==> src/rtl/backend_redirect_gen.sv <==
// backend_redirect_gen: picks the oldest mispredicted branch from two branch
// units and holds it as a fetch redirect until the frontend accepts it. After
// acceptance it drops wrong-path (younger) resolutions until flush.
module backend_redirect_gen #(
    parameter int ROB_IDX_W = 6
) (
    input  logic                 clk,
    input  logic                 rst,
    input  logic                 br0_valid,
    input  logic                 br0_mispredict,
    input  logic [ROB_IDX_W-1:0] br0_robIdx,
    input  logic [31:0]          br0_target,
    input  logic                 br1_valid,
    input  logic                 br1_mispredict,
    input  logic [ROB_IDX_W-1:0] br1_robIdx,
    input  logic [31:0]          br1_target,
    input  logic [ROB_IDX_W-1:0] rob_head,
    input  logic                 flush,
    input  logic                 redirect_ready,
    output logic                 redirect_valid,
    output logic                 redirect,
    output logic [31:0]          redirect_pc,
    output logic [ROB_IDX_W-1:0] squash_robIdx
);

    typedef enum logic [1:0] {
        ST_IDLE    = 2'd0,
        ST_PENDING = 2'd1,
        ST_SENT    = 2'd2
    } state_e;

    typedef struct packed {
        logic                 vld;
        logic [ROB_IDX_W-1:0] idx;
        logic [ROB_IDX_W-1:0] age;
        logic [31:0]          pc;
    } cand_t;

    state_e               state_q, state_d;
    logic [31:0]          pend_pc_q, pend_pc_d;
    logic [ROB_IDX_W-1:0] pend_idx_q, pend_idx_d;

    cand_t                c0, c1, cand;
    logic [ROB_IDX_W-1:0] pend_age;
    logic                 cand_older;

    // Per-channel candidates with age measured from the current ROB head.
    always_comb begin
        c0.vld = br0_valid && br0_mispredict;
        c0.idx = br0_robIdx;
        c0.age = br0_robIdx - rob_head;
        c0.pc  = br0_target;
        c1.vld = br1_valid && br1_mispredict;
        c1.idx = br1_robIdx;
        c1.age = br1_robIdx - rob_head;
        c1.pc  = br1_target;
    end

    // Oldest candidate wins; channel 0 takes ties.
    always_comb begin
        cand = c0;
        if (c1.vld && (!c0.vld || (c1.age < c0.age))) begin
            cand = c1;
        end
        pend_age   = pend_idx_q - rob_head;
        cand_older = cand.vld && (cand.age < pend_age);
    end

    // Next-state logic: flush beats everything, older mispredicts pre-empt.
    always_comb begin
        state_d    = state_q;
        pend_pc_d  = pend_pc_q;
        pend_idx_d = pend_idx_q;
        if (flush) begin
            state_d    = ST_IDLE;
            pend_pc_d  = '0;
            pend_idx_d = '0;
        end else begin
            unique case (state_q)
                ST_IDLE: begin
                    if (cand.vld) begin
                        state_d    = ST_PENDING;
                        pend_pc_d  = cand.pc;
                        pend_idx_d = cand.idx;
                    end
                end
                ST_PENDING: begin
                    // An older candidate replaces the request even in the
                    // cycle the current one is accepted.
                    if (cand_older) begin
                        pend_pc_d  = cand.pc;
                        pend_idx_d = cand.idx;
                    end else if (redirect_ready) begin
                        state_d = ST_SENT;
                    end
                end
                ST_SENT: begin
                    if (cand_older) begin
                        state_d    = ST_PENDING;
                        pend_pc_d  = cand.pc;
                        pend_idx_d = cand.idx;
                    end
                end
                default: begin
                    state_d = ST_IDLE;
                end
            endcase
        end
    end

    // State and request registers.
    always_ff @(posedge clk) begin
        if (rst) begin
            state_q    <= ST_IDLE;
            pend_pc_q  <= '0;
            pend_idx_q <= '0;
        end else begin
            state_q    <= state_d;
            pend_pc_q  <= pend_pc_d;
            pend_idx_q <= pend_idx_d;
        end
    end

    assign redirect_valid = (state_q == ST_PENDING);
    assign redirect       = redirect_valid;
    assign redirect_pc    = pend_pc_q;
    assign squash_robIdx  = pend_idx_q;

endmodule
==> config.mk <==
export PLATFORM = sky130hd
export DESIGN_NAME = backend_redirect_gen
export DESIGN_NICKNAME = d
export VERILOG_FILES = /design/src/rtl/backend_redirect_gen.sv
export SDC_FILE = /design/constraint.sdc
export NUM_CORES = 1
export LEC_CHECK = 0
export BUFFER_PORTS_ARGS = -buffer_cell sky130_fd_sc_hd__buf_2
export CORE_MARGIN = 2
export CORE_UTILIZATION = 45
export CTS_BUF_LIST = sky130_fd_sc_hd__clkbuf_2
export DETAILED_ROUTE_END_ITERATION = 10
export PLACE_DENSITY_LB_ADDON = 0.2
export SYNTH_ARGS = -nofsm -noshare
export SYNTH_HDL_FRONTEND = slang
export SYNTH_SLANG_ARGS = --single-unit
export TNS_END_PERCENT = 20
==> constraint.sdc <==
create_clock -name clk -period 6.65 [get_ports clk]
set_input_delay 1.33 -clock clk [delete_from_list [all_inputs] [get_ports clk]]
set_output_delay 1.33 -clock clk [all_outputs]
set_load 0.02 [all_outputs]
=== Yosys cells after proc, flatten, opt, wreduce, memory -nomap -nowiden ===
Index checks and enable logic that the tools add are counted.

* Register bits: 40
* Input port bits: 90
* Output and inout port bits: 40
* Logic and storage cells: 39

* Add/subtract/negate cells: 3
* Order comparisons: 2
* Equality and inequality tests: 7
* Mux-type cells: 12
* Reductions and logical operators: 12

{| class="wikitable"
|+ Operators with widths
! kind !! number
|-
| $mux W32 || 2
|-
| $pmux W32 S2 || 1
|-
| $mux W45 || 1
|-
| $sub A6 B6 Y6 || 3
|-
| $lt A6 B6 Y1 || 2
|-
| $mux W6 || 2
|-
| $pmux W6 S2 || 1
|-
| $mux W2 || 4
|-
| $ne A2 B2 Y1 const B || 4
|-
| $pmux W2 S3 || 1
|-
| $logic_and A1 B1 Y1 || 4
|-
| $reduce_and A4 Y1 || 1
|-
| $reduce_or A2 Y1 || 2
|-
| $reduce_and A3 Y1 || 1
|-
| $eq A2 B1 Y1 const B || 1
|-
| $eq A2 B2 Y1 const B || 1
|-
| $logic_not A2 Y1 || 1
|-
| $ne A2 B1 Y1 const B || 1
|-
| $reduce_bool A2 Y1 || 1
|-
| $logic_not A1 Y1 || 1
|-
| $logic_or A1 B1 Y1 || 1
|}

=== Depth between registers and ports, before layout ===
* Depth after elaboration: 9
* Gate-level depth with buffers: 25
* Mapped depth without buffers: 22

=== Least setup slack after synthesis ===
Ideal clock, no wire load.

* Path type: input to register
* Start: input port rob_head[1]
* End: register pend_idx_q[2] (netlist: squash_robIdx[2])
* Setup time: 81 ps
* Data arrival time: 5626 ps
* Required time: 6569 ps
* Setup slack: 943 ps
* Stages on the path: 23
* Cell sequence: inv_1 > ha_1 > nor2b_1 > o21ai_0 > a21boi_0 > o21ai_0 > nand2_1 > xor2_1 > ha_1 > and4_1 > o21ai_0 > o21ai_1 > buf_2 > mux2i_1 > ha_1 > a21o_1 > a2111oi_0 > o21ai_0 > a41oi_2 > buf_4 > buf_6 > nor2_1 > a211oi_2

* Cells in the longest elaborated chain, start to end: 9

{| class="wikitable"
|+ Ends and longest elaborated chain
! what !! line !! RTL
|-
| from (decl) || 17 || <nowiki>input logic [ROB_IDX_W-1:0] rob_head,</nowiki>
|-
| $sub A6 B6 Y6, on equally long branches || 55, 51 ||
|-
| $lt A6 B6 Y1 || 62 || <nowiki>if (c1.vld && (!c0.vld || (c1.age < c0.age))) begin</nowiki>
|-
| $logic_or A1 B1 Y1 || 62 ||
|-
| $logic_and A1 B1 Y1 || 62 ||
|-
| $mux W45 || 62 ||
|-
| $lt A6 B6 Y1 || 66 || <nowiki>cand_older = cand.vld && (cand.age < pend_age);</nowiki>
|-
| $logic_and A1 B1 Y1 || 66 ||
|-
| $ne A2 B1 Y1 (no source line) || -- ||
|-
| $reduce_and A3 Y1 (no source line) || -- ||
|-
| to (signal assigned) || 120 || <nowiki>pend_idx_q <= pend_idx_d;</nowiki>
|-
| to (decl) || 41 || <nowiki>logic [ROB_IDX_W-1:0] pend_idx_q, pend_idx_d;</nowiki>
|}

Parallel ways exist; a longest one is shown, timed or not. The select of a mux whose other input is x is not followed.
A chain may end at the register's enable or synchronous reset.

=== Worst setup path after layout ===
* Start: input port rob_head[1]
* End: register pend_pc_q[14] (netlist: redirect_pc[14])

* Cells in the longest elaborated chain, start to end: 9

{| class="wikitable"
|+ Ends and longest elaborated chain
! what !! line !! RTL
|-
| $sub A6 B6 Y6, on equally long branches || 55, 51 ||
|-
| $lt A6 B6 Y1 || 62 ||
|-
| $logic_or A1 B1 Y1 || 62 ||
|-
| $logic_and A1 B1 Y1 || 62 ||
|-
| $mux W45 || 62 ||
|-
| $lt A6 B6 Y1 || 66 ||
|-
| $logic_and A1 B1 Y1 || 66 ||
|-
| $ne A2 B1 Y1 (no source line) || -- ||
|-
| $reduce_and A3 Y1 (no source line) || -- ||
|-
| to (signal assigned) || 119 || <nowiki>pend_pc_q <= pend_pc_d;</nowiki>
|-
| to (decl) || 40 || <nowiki>logic [31:0] pend_pc_q, pend_pc_d;</nowiki>
|}

Parallel ways exist; a longest one is shown, timed or not. The select of a mux whose other input is x is not followed.

==> key figures <==
Status
  – Status: complete, no violations

Detailed routing
  – Via-to-Cell Ratio: just over 5
  – Initial DRC Count: 65
  – Drt drc: 0
  – Routed Antenna Nets: 0
  – Average wire per standard cell: 13.7 um
  – Drt pass-1 iters: 4
  – WL final: 7.40 mm
  – Vias post-DR: 2792

Power and ir drop
  – Power per cell area: 217 nW/um^2
  – Static Leak: 2.00 nW
  – Max rail drop VDD: 149 uV

CTS
  – Clock latency on the worst-skew pair: just under 0.4 ns
  – Postcts setup bufs: 0
  – # clock sinks: 40
  – # resized after CTS: 0
  – Longest Clk Path Bufs: 2
  – Cts bufs inserted: 5
  – Worst-path clk slew: roughly 0.20 ns
  – CTS tree: built
  – CTS Hold Buffers Added: 0
  – Htree depth: 2
  – CTS Root Cell: clkbuf_2

Job
  – Number of max-cap violations: 0

Logic synthesis
  – Async S/R FF share, synth: 0%
  – Total number of yosys warnings: 0
  – Synth top area share: 27.1%
  – Post-synth EDFFs: 0
  – Post-Syn Area: 2950 sq um
  – Main flop type after synthesis: dfxtp_1
  – Mapped Cells: 338
  – Register bit total from synthesis: 40
  – Synth area leader: dfxtp_1
  – Post-synthesis cell type count: 43
  – Synth area leaders: dfxtp_1 27%, mux2i_1 13%, ha_1 12%
  – Post-synth net total: 459
  – Syn_area_per_cell: 8.74 sq um
  – Seq/Total Area, Yosys: 27.1%

STA
  – Fin. Hold Viols: 0
  – Slew Limit Fails: 0
  – Minimum clock period: 5.98 ns
  – Final period util: approximately 90%
  – Fmax: 0.167 GHz
  – Setup total negative slack: 0 ns
  – Worst slew margin: 42.0%
  – Worst slew pin tran: slightly below 0.9 ns
  – Clock Skew: approximately 0.01 ns
  – Final setup vio count: 0
  – RSZ-0062 raised after global routing: false
  – Min Hold Slack: 0.509 ns

Finish
  – Area growth from synthesis to layout: 26.8%
  – Nets: 583
  – Finished Layout Cells: between 500 and 600
  – Final instance area: 3750 sq um
  – Diode count: 0
  – Area of the multi-input gates: 1990 sq um
  – Fillers: 589
  – Sequential Area: 801 sq um
  – Layout cell share with drive strength beyond 1: 33.5%

Critical path
  – Critical Path Sink Type: flop
  – Reg2reg path depth: 15
  – WP data required: 6.97 ns
  – Crit-path max FO: 30
  – Worst setup path class: in -> reg
  – CP Capture Point: redirect_pc[14]
  – Arrival time worst endpoint: 6.30 ns
  – R2R Setup Slk: 3.14 ns
  – Reg2reg start: squash_robIdx[0]
  – Critical Path Start Type: input pin
  – Worst flop-to-flop path endpoint: redirect_pc[14]
  – Crit path from: rob_head[1]

Die
  – Die ar.: just over 7000 sq um
  – Row count: 29
  – Die X: 85.0 um
  – Core footprint: about 6300 sq um
  – # IOs: 130
  – Initial Util: 46.5%
  – Die height: 85.0 um

Worst hold path
  – HP Class: reg -> reg

Global route
  – Global-route wire length before repair: approximately 12 mm
  – Total Routing Usage GR: 20.4%
  – Largest net degree at the start of global routing: 47
  – Grt ovf: 0
  – Vias in the first global route: 2609
  – Initial antenna violation count: 0

Placed design
  – Hpwl dp: ~6.1 mm
  – IO buf count: 129
  – GP Congestion: 0.846
  – Placed instance count: approximately 530
  – DP Area: 3680 sq um
-- metrics by stage --
stage / power, mW / worst slack [ns] / util, %
after floorplan: 0.560 / 0.943 / -
after global placement: 0.663 / 0.288 / 57.9
after detailed placement: 0.671 / 0.245 / 57.9
after CTS: 0.819 / 0.678 / 59.0
after global routing: 0.873 / 0.141 / 59.0
final: 0.811 / 0.672 / 59.0
-- how the worst min path moves through the flow --
stage	from	depth (start not counted)	slack, ns	end
5_1_grt	redirect_pc[3]	2	0.53	redirect_pc[3]
3_3_place_gp	redirect_pc[20]	2	0.48	redirect_pc[20]
6_report	redirect_pc[4]	2	0.51	redirect_pc[4]
2_1_floorplan	state_q[0]	2	0.55	state_q[0]
3_5_place_dp	redirect_pc[4]	2	0.49	redirect_pc[4]
4_1_cts	redirect_pc[4]	2	0.51	redirect_pc[4]
-- critical path, cell delays in order --
cell and delay [ns]:
buf_2 0.10, inv_1 0.21, ha_1 0.30, nor2b_1 0.13
o21ai_0 0.17, a21boi_0 0.16, o21ai_0 0.36, nand2_1 0.12
xor2_1 0.18, ha_1 0.32, a21oi_1 0.22, o211ai_1 0.16
a21oi_1 0.33, nor2_1 0.08, a2111oi_0 0.42, ha_1 0.33
a2111oi_0 0.33, o21ai_0 0.19, a41oi_4 0.24, buf_4 0.33
nor2_1 0.07, a211oi_1 0.21
-- Yosys cell counts (all sizes together) (3+ instances only) --
| cell | count |
|---|---|
| nor2 | 47 |
| dfxtp | 40 |
| a211oi | 39 |
| mux2i | 39 |
| ha | 28 |
| inv | 24 |
| o21ai | 16 |
| nand2 | 14 |
| buf | 13 |
| a21oi | 10 |
| xnor2 | 8 |
| xor2 | 6 |
| a21o | 5 |
| clkbuf | 5 |
| nor3 | 5 |
| nor2b | 4 |
| a2111oi | 3 |
| fa | 3 |
| nand2b | 3 |
| o21a | 3 |
-- cells in the final DEF, fill, tap and decap left out, types with 2 or more instances in the layout --
cell / instances
buf_2: 129
nor2_1: 47
dfxtp_1: 40
mux2i_1: 39
a211oi_1: 29
ha_1: 28
inv_1: 24
o21ai_0: 15
nand2_1: 14
a21oi_1: 10
a211oi_2: 10
xnor2_1: 8
xor2_1: 6
nor3_1: 5
a21o_1: 5
clkbuf_2: 5
buf_4: 5
nor2b_1: 4
o21a_1: 3
nand2b_1: 3
a2111oi_0: 3
fa_1: 3
a21boi_0: 2
o211ai_1: 2
a22oi_1: 2
nand3_1: 2
-- area by class of cell --
cell class	instances	share of cell area, %
Inverter	24	2.40
Timing Repair Buffer	135	18.8
Clock inverter	3	1.14
Tap cell	77	2.57
Clock buffer	5	0.668
Multi-Input combinational cell	256	53.1
Sequential cell	40	21.4
-- power breakdown --
group	internal (mW)	switching, mW	leakage, nW	total, mW
Clock	0.0632	0.0815	0.0406	0.145
Combinational	0.159	0.230	1.64	0.389
Sequential	0.264	0.0134	0.327	0.277
-- metal layers --
metal	global-route usage [%]	wire, um	up-vias	share of wire [%]
met1	25.6	3200	1235	43
li1	-	-	1461	-
met4	5.48	93	0	1.3
met3	5.25	531	8	7.2
met5	0	0	-	0
met2	34.6	3570	88	48
-- sequential cells by signal, summed over array words and instances (netlist names) --
name / cells
redirect_pc: 32
squash_robIdx: 6
state_q: 2
-- cells by family (layout without fill, tap and decap cells) --
logic type               count (synthesis)  count (layout)  share of synthesized area (%)
flip-flops                              40              40                           27.1
AO/OA/AOI/OAI                           87              87                           22.2
multiplexers                            39              39                           13.2
AND/OR/NAND/NOR                         85              85                           13.0
buffers and inverters                   42             167                           6.35
adder cells (fa/ha/maj)                 31              31                           13.9
XOR/XNOR                                14              14                           4.15
Note: power is estimated with default switching activity, not from simulation.
